**config.mk**
```make
export PLATFORM = sky130hd
export DESIGN_NAME = err_eval_poly_gen
export DESIGN_NICKNAME = d
export VERILOG_FILES = /design/src/rtl/err_eval_poly_gen.sv
export SDC_FILE = /design/constraint.sdc
export NUM_CORES = 1
export LEC_CHECK = 0
export ABC_AREA = 0
export ABC_CLOCK_PERIOD_IN_PS = 5800
export BUFFER_PORTS_ARGS = -buffer_cell sky130_fd_sc_hd__buf_2
export CAP_MARGIN = 25
export CORE_ASPECT_RATIO = 1.75
export CORE_MARGIN = 2
export CORE_UTILIZATION = 58
export CTS_BUF_LIST = sky130_fd_sc_hd__clkbuf_8 sky130_fd_sc_hd__clkbuf_16
export DETAILED_ROUTE_END_ITERATION = 8
export PLACE_DENSITY = 0.81
export SLEW_MARGIN = 10
export SYNTH_ARGS = -nofsm -noshare
export SYNTH_HDL_FRONTEND = slang
export SYNTH_SLANG_ARGS = --single-unit
```
**constraint.sdc**
```tcl
create_clock -name clk -period 5.8 [get_ports clk]
set_input_delay 1.16 -clock clk [delete_from_list [all_inputs] [get_ports clk]]
set_output_delay 1.16 -clock clk [all_outputs]
set_load 0.01 [all_outputs]
```
**src/rtl/err_eval_poly_gen.sv**
```systemverilog
// err_eval_poly_gen: Reed-Solomon error evaluator, omega(x) = S(x)*lambda(x) mod x^2T over GF(2^m)
// Ports: clk, rst_n (async, active-low); in_valid/in_ready accept syn_i (S_1..S_2T) and
// loc_i (lambda_0..lambda_T); out_valid/out_ready deliver omega_o (omega_0..omega_2T-1).
// Optional omega_deg_o (degree of omega) is present only when ERR_EVAL_DEG_EN is defined.
module err_eval_poly_gen #(
  parameter int WORD_WIDTH = 4,
  parameter int T_NUM = 3,
  parameter logic [WORD_WIDTH:0] PRIM_POLY = 'h13
) (
  input  logic                                  clk,
  input  logic                                  rst_n,
  input  logic                                  in_valid,
  output logic                                  in_ready,
  input  logic [WORD_WIDTH*2*T_NUM-1:0]         syn_i,
  input  logic [WORD_WIDTH*(T_NUM+1)-1:0]       loc_i,
  output logic                                  out_valid,
  input  logic                                  out_ready,
`ifdef ERR_EVAL_DEG_EN
  output logic [$clog2(2*T_NUM)-1:0]            omega_deg_o,
`endif
  output logic [WORD_WIDTH*2*T_NUM-1:0]         omega_o
);
  localparam int W = WORD_WIDTH;
  localparam int T2 = 2 * T_NUM;
  localparam int KW = $clog2(T2);
  localparam logic [KW-1:0] K_LAST = KW'(T2 - 1);
  localparam logic [1:0] IDLE = 2'd0, CALC = 2'd1, DONE = 2'd2;
  logic [1:0] state;
  logic [KW-1:0] k;
  logic [W*T2-1:0] syn_r;
  logic [W*(T_NUM+1)-1:0] loc_r;
  logic [W-1:0] prod [T_NUM+1];
  logic [W-1:0] omega_k;
  // MSB-first shift-and-add multiply with on-the-fly reduction by PRIM_POLY
  function automatic logic [W-1:0] gf_mul(input logic [W-1:0] a, input logic [W-1:0] b);
    logic [W-1:0] p;
    p = '0;
    for (int i = W - 1; i >= 0; i--)
      p = {p[W-2:0], 1'b0} ^ (p[W-1] ? PRIM_POLY[W-1:0] : '0) ^ (b[i] ? a : '0);
    return p;
  endfunction
  // multiplier j pairs lambda_j with S_(k+1-j); terms with j > k contribute nothing
  for (genvar j = 0; j <= T_NUM; j++) begin : g_mul
    logic [W-1:0] s;
    always_comb s = (int'(k) >= j) ? syn_r[(int'(k) - j)*W +: W] : '0;
    assign prod[j] = gf_mul(loc_r[j*W +: W], s);
  end
  always_comb begin
    omega_k = '0;
    for (int j = 0; j <= T_NUM; j++) omega_k ^= prod[j];
  end
  assign in_ready = state == IDLE;
  assign out_valid = state == DONE;
`ifdef ERR_EVAL_DEG_EN
  always_ff @(posedge clk or negedge rst_n)
    if (!rst_n) omega_deg_o <= '0;
    else if (state == IDLE && in_valid) omega_deg_o <= '0;
    else if (state == CALC && omega_k != '0) omega_deg_o <= k;
`endif
  always_ff @(posedge clk or negedge rst_n)
    if (!rst_n) begin
      state <= IDLE;
      k <= '0;
      syn_r <= '0;
      loc_r <= '0;
      omega_o <= '0;
    end else if (state == IDLE && in_valid) begin
      state <= CALC;
      k <= '0;
      syn_r <= syn_i;
      loc_r <= loc_i;
      omega_o <= '0;
    end else if (state == CALC) begin
      omega_o[int'(k)*W +: W] <= omega_k;
      k <= (k == K_LAST) ? '0 : k + 1'b1;
      state <= (k == K_LAST) ? DONE : CALC;
    end else if (state == DONE && out_ready) begin
      state <= IDLE;
    end
endmodule

```
# == After elaboration in Yosys (flattened, before gate mapping) ==
# Index checks and enable logic that the tools add are counted.
# op_classes
shifts,6
n_mul,0
bitwise,27
n_div,0
addsub,5
n_eq_ne,3
magnitude_cmp,3
mux,41
reduce_logical,5
# op_table
operator,count
$shiftx A24 B6 Y4,4
$mux W4,19
$xor A4 B4 Y4,15
$mux W24,2
$xor A4 B2 Y4,12
$neg A5 Y33,1
$shift A4 B33 Y24 const A,1
$shiftx A4 B33 Y24,1
$mux W2,16
$bwmux W24,1
$mux W3,3
$sub A3 B2 Y4 const B,2
$ge A3 B2 Y1 const B,2
$sub A3 B1 Y4 const B,1
$add A3 B1 Y3 const B,1
$eq A3 B3 Y1 const B,1
$ge A3 B1 Y1 const B,1
$reduce_bool A3 Y1,1
$eq A2 B1 Y1 const B,1
$eq A2 B2 Y1 const B,1
$logic_and A1 B1 Y1,2
$logic_not A2 Y1,1
$reduce_bool A2 Y1,1
# word_totals
ff_bits,69
latch_bits,0
ram_bits,0
n_memories,0
romBits,0

# == Depth between registers and ports, before layout ==
# Gate-level depths: netlist of the first run.
# depth
word_depth,20
mapped_depth,15
mapped_depth_nobuf,11

# == Worst setup path after synthesis of the first run ==
# OpenSTA, ideal clock, no wires.
# synth_timing
path_type,register -> register
startpoint,register k[0]
endpoint,register omega_o[18]
path_slack_ns,1.499
arrival_time_ns,4.181
synth_period_minus_slack_ns,4.301
setup_ns,0.120
n_path_buf,4
required_time_ns,5.680
stages_incl_launch_ff,16
cell_sequence,dfrtp_1 > buf_6 > buf_12 > buf_8 > buf_2 > clkinv_1 > ha_1 > ha_1 > mux2_2 > a222oi_1 > a211oi_1 > o21ai_1 > xnor3_2 > xnor3_2 > xnor2_2 > a41o_1
# synth_between
elab_chain_len,18
# synth_lines
item,line_no,source
from (decl),29,logic [KW-1:0] k;
from (signal assigned),75,k <= (k == K_LAST) ? '0 : k + 1'b1;
$sub A3 B1 Y4,45,always_comb s = (int'(k) >= j) ? syn_r[(int'(k) - j)*W +: W] : '0;
$shiftx A24 B6 Y4,45,
$mux W4,45,
$mux W4,39,"p = {p[W-2:0], 1'b0} ^ (p[W-1] ? PRIM_POLY[W-1:0] : '0) ^ (b[i] ? a : '0);"
$xor A4 B2 Y4 or $mux W2 (tied branches),39,
$xor A4 B4 Y4 or $xor A4 B2 Y4 (tied branches),39,
"$xor A4 B2 Y4, or another cell as far along",39,
$xor A4 B4 Y4 or $xor A4 B2 Y4 (tied branches),39,
$mux W2 or $xor A4 B4 Y4 (tied branches),39,
$xor A4 B2 Y4,39,
$xor A4 B4 Y4,39,
$xor A4 B4 Y4 (3 in a row),50,for (int j = 0; j <= T_NUM; j++) omega_k ^= prod[j];
$shiftx A4 B33 Y24,74,omega_o[int'(k)*W +: W] <= omega_k;
$bwmux W24 (*),74,
$mux W24 (*),73,end else if (state == CALC) begin
$mux W24 (*),67,end else if (state == IDLE && in_valid) begin
"to (signal, indexed assignment)",74,
to (decl),21,output logic [WORD_WIDTH*2*T_NUM-1:0] omega_o
# Every way passes the cells marked *; elsewhere a longest branch is shown, timed or not. The select of a mux whose other input is x is not followed.
# A chain may end at the register's enable or synchronous reset.

# == Worst setup path after layout of the first run ==
# layout_timing
startpoint,register k[1]
endpoint,register omega_o[18]
# The elaborated chain is that of the path after synthesis.

==> results of run 1 <==
-- critical path: stages, from the launching register on --
cell and delay, ns:
dfrtp_1 0.80, inv_1 0.34, ha_1 0.28, ha_1 0.41
mux2_2 0.37, a222oi_1 0.63, a211oi_1 0.12, o21ai_1 0.16
xnor3_2 0.45, xnor3_2 0.41, xnor2_2 0.19, a41o_1 0.26
-- path summary, 6_finish.rpt --
kind / from / to / slack [ns] / depth (start not counted)
max in group asynchronous: rst_n / loc_r[2] / 4.23 / 2
setup / recovery: k[1] / omega_o[18] / 1.26 / 11
hold reg to reg: omega_o[7] / omega_o[7] / 0.48 / 2
setup reg to reg: k[1] / omega_o[18] / 1.26 / 11
min in group asynchronous: rst_n / syn_r[10] / 1.01 / 2
hold / removal: omega_o[7] / omega_o[7] / 0.48 / 2
-- layer usage --
metal / GRT usage (%) / part of all wire, % / vias to the layer above
met5: 0 / 0 / -
met4: 14.58 / 4.2 / 0
met3: 4.612 / 4.4 / 34
met2: 49.49 / 52 / 136
met1: 36.13 / 39 / 2031
li1: - / - / 1902
-- kinds of logic after synthesis --
family	synth area share, %
AND/OR/NAND/NOR	21.68
AO/OA/AOI/OAI	13.10
flip-flops	36.09
XOR/XNOR	11.56
buffers and inverters	3.713
multiplexers	10.72
adder cells (fa/ha/maj)	3.138
-- cells in the final DEF (no fill, tap or decap), types with 3 or more instances in the layout --
master     synthesis  final
clkbuf_16          0      9
nor2b_1           10     10
xor2_1            12     12
o31ai_1            4      4
mux2_2            12     12
nand3_1           27     27
nor2_1            12     12
nor3b_1            6      5
a211oi_1           3      3
inv_1             12     14
nand2_1          147    147
o21ai_0           14     14
mux4_1             4      4
xnor2_1           23     23
xnor3_1            7      7
a22o_1            24     24
nand2b_1           6      6
buf_4              0      4
and3_1             7      7
dfrtp_1           69     69
ha_1              12     12
buf_2              3     69
a41o_1             3      3
mux4_2            11     11
a21oi_1           12     12
and2_1             5      5
a32oi_1            4      4
-- flip-flops by register name, summed over array words and instances, names as in the netlist --
name	cells
syn_r	24
loc_r	16
omega_o	24
k	3
state	2
-- stage by stage --
stage	utilization, %	hold slack (ns)	instances
final	68.35	0.4815	662
after global routing	68.35	0.5060	662
after CTS	68.35	0.4808	662
after detailed placement	64.66	0.4673	646
after global placement	64.66	0.4654	646
after floorplan	-	0.4749	507
-- area by class of cell --
cell class	count	area, µm²
multi-input combinational	401	2885
fill	669	2520
sequential	69	1727
timing repair buffer	73	375.4
clock buffer	10	239.0
tap	90	112.6
clock inverter	6	55.05
inverter	13	48.80
==> flow_summary.toml, run 1 <==
[run_status]
status = "completed"

[logic_synthesis]
postSynthAreaPerCell_um2 = 9.437
synthTopCellsByArea = "dfrtp_1 36%, nand2_1 12%, mux4_2 5.2%"
yosysUniqueCellTypes = 56
synth_async_sr_flop_share_pct = 100.0
yosysWarnings = 0
synth_common_cells = "147 x nand2_1, 69 x dfrtp_1, 27 x nand3_1"
ys_dominant_reg_cell = "dfrtp_1"
seq_area_frac_synth_pct = 36.09
yosysTopAreaCell = "dfrtp_1"
synth_top_area_share_pct = 36.09
syn_nets = 563
synth.most_common_cell = "nand2_1"
synth-seq-cells = 69
syn_area_mm2 = 0.004785
synth_edf_count = 0
syn_inst = 507

[clock_tree]
cts_buffer_depth = 2
clk_pin_slew_ns = 0.06
cts_sinks = 69
clockRootBuffer = "clkbuf_16"
hold_buffers = 0
cts_tree = "yes"
post-cts-setup-buffers = 0
insertion_delay_ns = 0.34
cts_resized = 0
htreeDepth = 3
cts_buffers = 9

[grt]
grt_pass1_vias = 4119
grt.total_usage_pct = 29.34
antenna_found_initial = 0
grt_max_degree = 70
grt_overflow = 0
grt_pass1_wl_mm = 20.15

[route]
via_count = 4103
drc = 0
firstDrtPassIters = 5
routed_wl_mm = 12.12
wl_per_cell_um = 18.31
drtIter0Drc = 316
via_per_inst = 6.198
antenna_left = 0

[worst_setup_path]
crit_arrival_ns = 4.77
path_max_fanout = 22
cp.required_ns = 6.03
critPathCaptureType = "flip-flop"
start_kind = "flip-flop"
worst-setup-path-type = "reg -> reg"

[place]
place_hpwl_mm = 8.963
dpl_cell_area_mm2 = 0.005149
pre_cts_ws_ns = 1.262
place.gp.congestion = 0.9421
port_buffers = 69

[floorplan]
die-area_mm2 = 0.009020
die_h_um = 124.2
placementRows = 43
ios = 70
core_mm2 = 0.007963
start_util_pct = 60.09
fp.dieW_um = 72.66

[timing]
max-slew-margin-rel_pct = 38.37
timing.final.setup_violations = 0
finalHoldViolCount = 0
post-route-period-util_pct = 78.27
fin_worst_skew_ns = 0.004859
rsz0062_at_grt = "no"
timing.setup.tns_ns = 0
layout_min_cycle_time_ns = 4.539
setup_slack_ns = 1.261
fmax_mhz = 220.3
finalMaxSlewViolations = 0
tightest_slew_ns = 0.9245

[final_layout]
area_growth_pct = 13.76
nets = 623
drive_above_1_share_pct = 20.98
antenna_cells = 0
stdcell_area_mm2 = 0.005443

[min_path]
min_path_type = "reg -> reg"

[run]
maxCapViolations = 0
Power of run 1 is not shown: default switching activity piles up to over one toggle a cycle in this logic, so the estimate is an artifact.
==> inputs of run 2 (changes only) <==
- ABC_CLOCK_PERIOD_IN_PS: 5800 -> 3970
- CORE_UTILIZATION: 58 -> 52
- PLACE_DENSITY: 0.81 -> 0.77
- clock period: 5.8 -> 3.97 ns (I/O delays scaled with it)
==> flow_summary.toml, run 2 (synthesis results as in run 1) <==
[run_status]
status = "completed"

[final_layout]
multiInputGateArea_mm2 = 0.002900
nets = 630
regArea_mm2 = 0.001727
mostFrequentLayoutCells = "147 x nand2_1, 69 x buf_2, 69 x dfrtp_1"
antenna_cells = 0
final_common_cell = "nand2_1"
largestRegisters = "omega_o x24, syn_r x24, loc_r x16"
area_growth_pct = 16.00
fillers = 794
drive_above_1_share_pct = 22.63

[place]
port_buffers = 69
place.gp.congestion = 0.9988
place_hpwl_mm = 9.606

[route]
drc = 0
routed_wl_mm = 12.78
drtIter0Drc = 262
via_count = 4128
wl_per_cell_um = 18.28
via_per_inst = 5.906
antenna_left = 0
firstDrtPassIters = 5

[run]
maxCapViolations = 0

[grt]
grt_max_degree = 47
antenna_found_initial = 0
grt_pass1_wl_mm = 20.58
grt.total_usage_pct = 26.63
grt_pass1_vias = 4055
grt_overflow = 0

[floorplan]
die_h_um = 130.9
core_mm2 = 0.008979
die-area_mm2 = 0.01001
start_util_pct = 53.29
placementRows = 46
fp.dieW_um = 76.51
ios = 70

[timing]
post-route-period-util_pct = 95.34
finalMaxSlewViolations = 0
rsz0062_at_grt = "no"
fmax_mhz = 264.2
timing.setup.tns_ns = 0
max-slew-margin-rel_pct = 39.11
tightest_slew_ns = 0.9133
layout_min_cycle_time_ns = 3.785
finalHoldViolCount = 0
fin_worst_skew_ns = 0.004831
timing.final.setup_violations = 0

[clock_tree]
insertion_delay_ns = 0.34
clk_pin_slew_ns = 0.05
cts_sinks = 69
cts_tree = "yes"
htreeDepth = 3
post-cts-setup-buffers = 0
cts_buffer_depth = 2
clockRootBuffer = "clkbuf_16"
cts_buffers = 9

[worst_setup_path]
start_kind = "flip-flop"
worst-setup-path-type = "reg -> reg"
critPathCaptureType = "flip-flop"
cpMostUsedCell = "xnor3_2"
cpPeakStageDelay_ns = 0.50
path_max_fanout = 10
cp_cell_sequence = "clkinv_4 > ha_1 > ha_4 > mux2_2 > a222oi_1 > buf_4 > a211oi_1 > o21ai_1 > xnor3_2 > xnor3_2 > xnor2_2 > a41o_1"
cp.required_ns = 4.24
crit_slowest_cell = "xnor3_2"
crit_arrival_ns = 4.05

[min_path]
min_path_type = "in -> async"
-- run 2: per-stage QoR --
stage	util [%]	worst slack (ns)	hold WS [ns]	std cells	area, µm²
finish	61.82	0.1848	0.4507	699	5550
global route	61.82	0.03280	0.4962	699	5550
detailed placement	58.68	0.2110	0.4776	683	5269
CTS	61.79	0.1832	0.4599	699	5548
global placement	58.68	0.2879	0.4638	683	5269
floorplan	-	0.1247	0.4749	507	4811
-- run 2: worst paths after layout --
path                       startpoint          end  slack (ns)  cells past startpoint
min reg2reg                omega_o[7]   omega_o[7]        0.49                      2
min in group clk           omega_o[7]   omega_o[7]        0.49                      2
max reg2reg                      k[0]  omega_o[18]        0.18                     12
max in group asynchronous       rst_n     loc_r[7]        2.54                      2
max                              k[0]  omega_o[18]        0.18                     12
min                             rst_n     syn_r[4]        0.45                      1
-- run 2: cell type report --
class	count	area share, %
multi-input combinational	401	52.25
sequential	69	31.11
timing repair buffer	80	7.935
clock inverter	5	0.4734
tap	120	2.705
clock buffer	11	4.554
inverter	13	0.9693
-- run 2: layer usage --
metal	wire, µm	vias to the layer above	GRT usage [%]
met1	4947	2000	29.95
met5	0	-	0
met3	525	53	4.327
met4	644	0	16.04
li1	-	1915	-
met2	6659	160	47.63
-- run 2: critical path: cells and delay by family (launching register included) --
family	cells	cell delay, ns
adder cells (fa/ha/maj)	2	0.56
XOR/XNOR	3	1.17
AO/OA/AOI/OAI	4	0.82
buffers and inverters	2	0.34
multiplexers	1	0.34
flip-flops	1	0.48
-- run 2: timing repair --
item,CTS,global route
hold buffers,0,0
resized for setup,0,1
setup endpoints to repair,0,5
Power of run 2 is left out for the same reason.
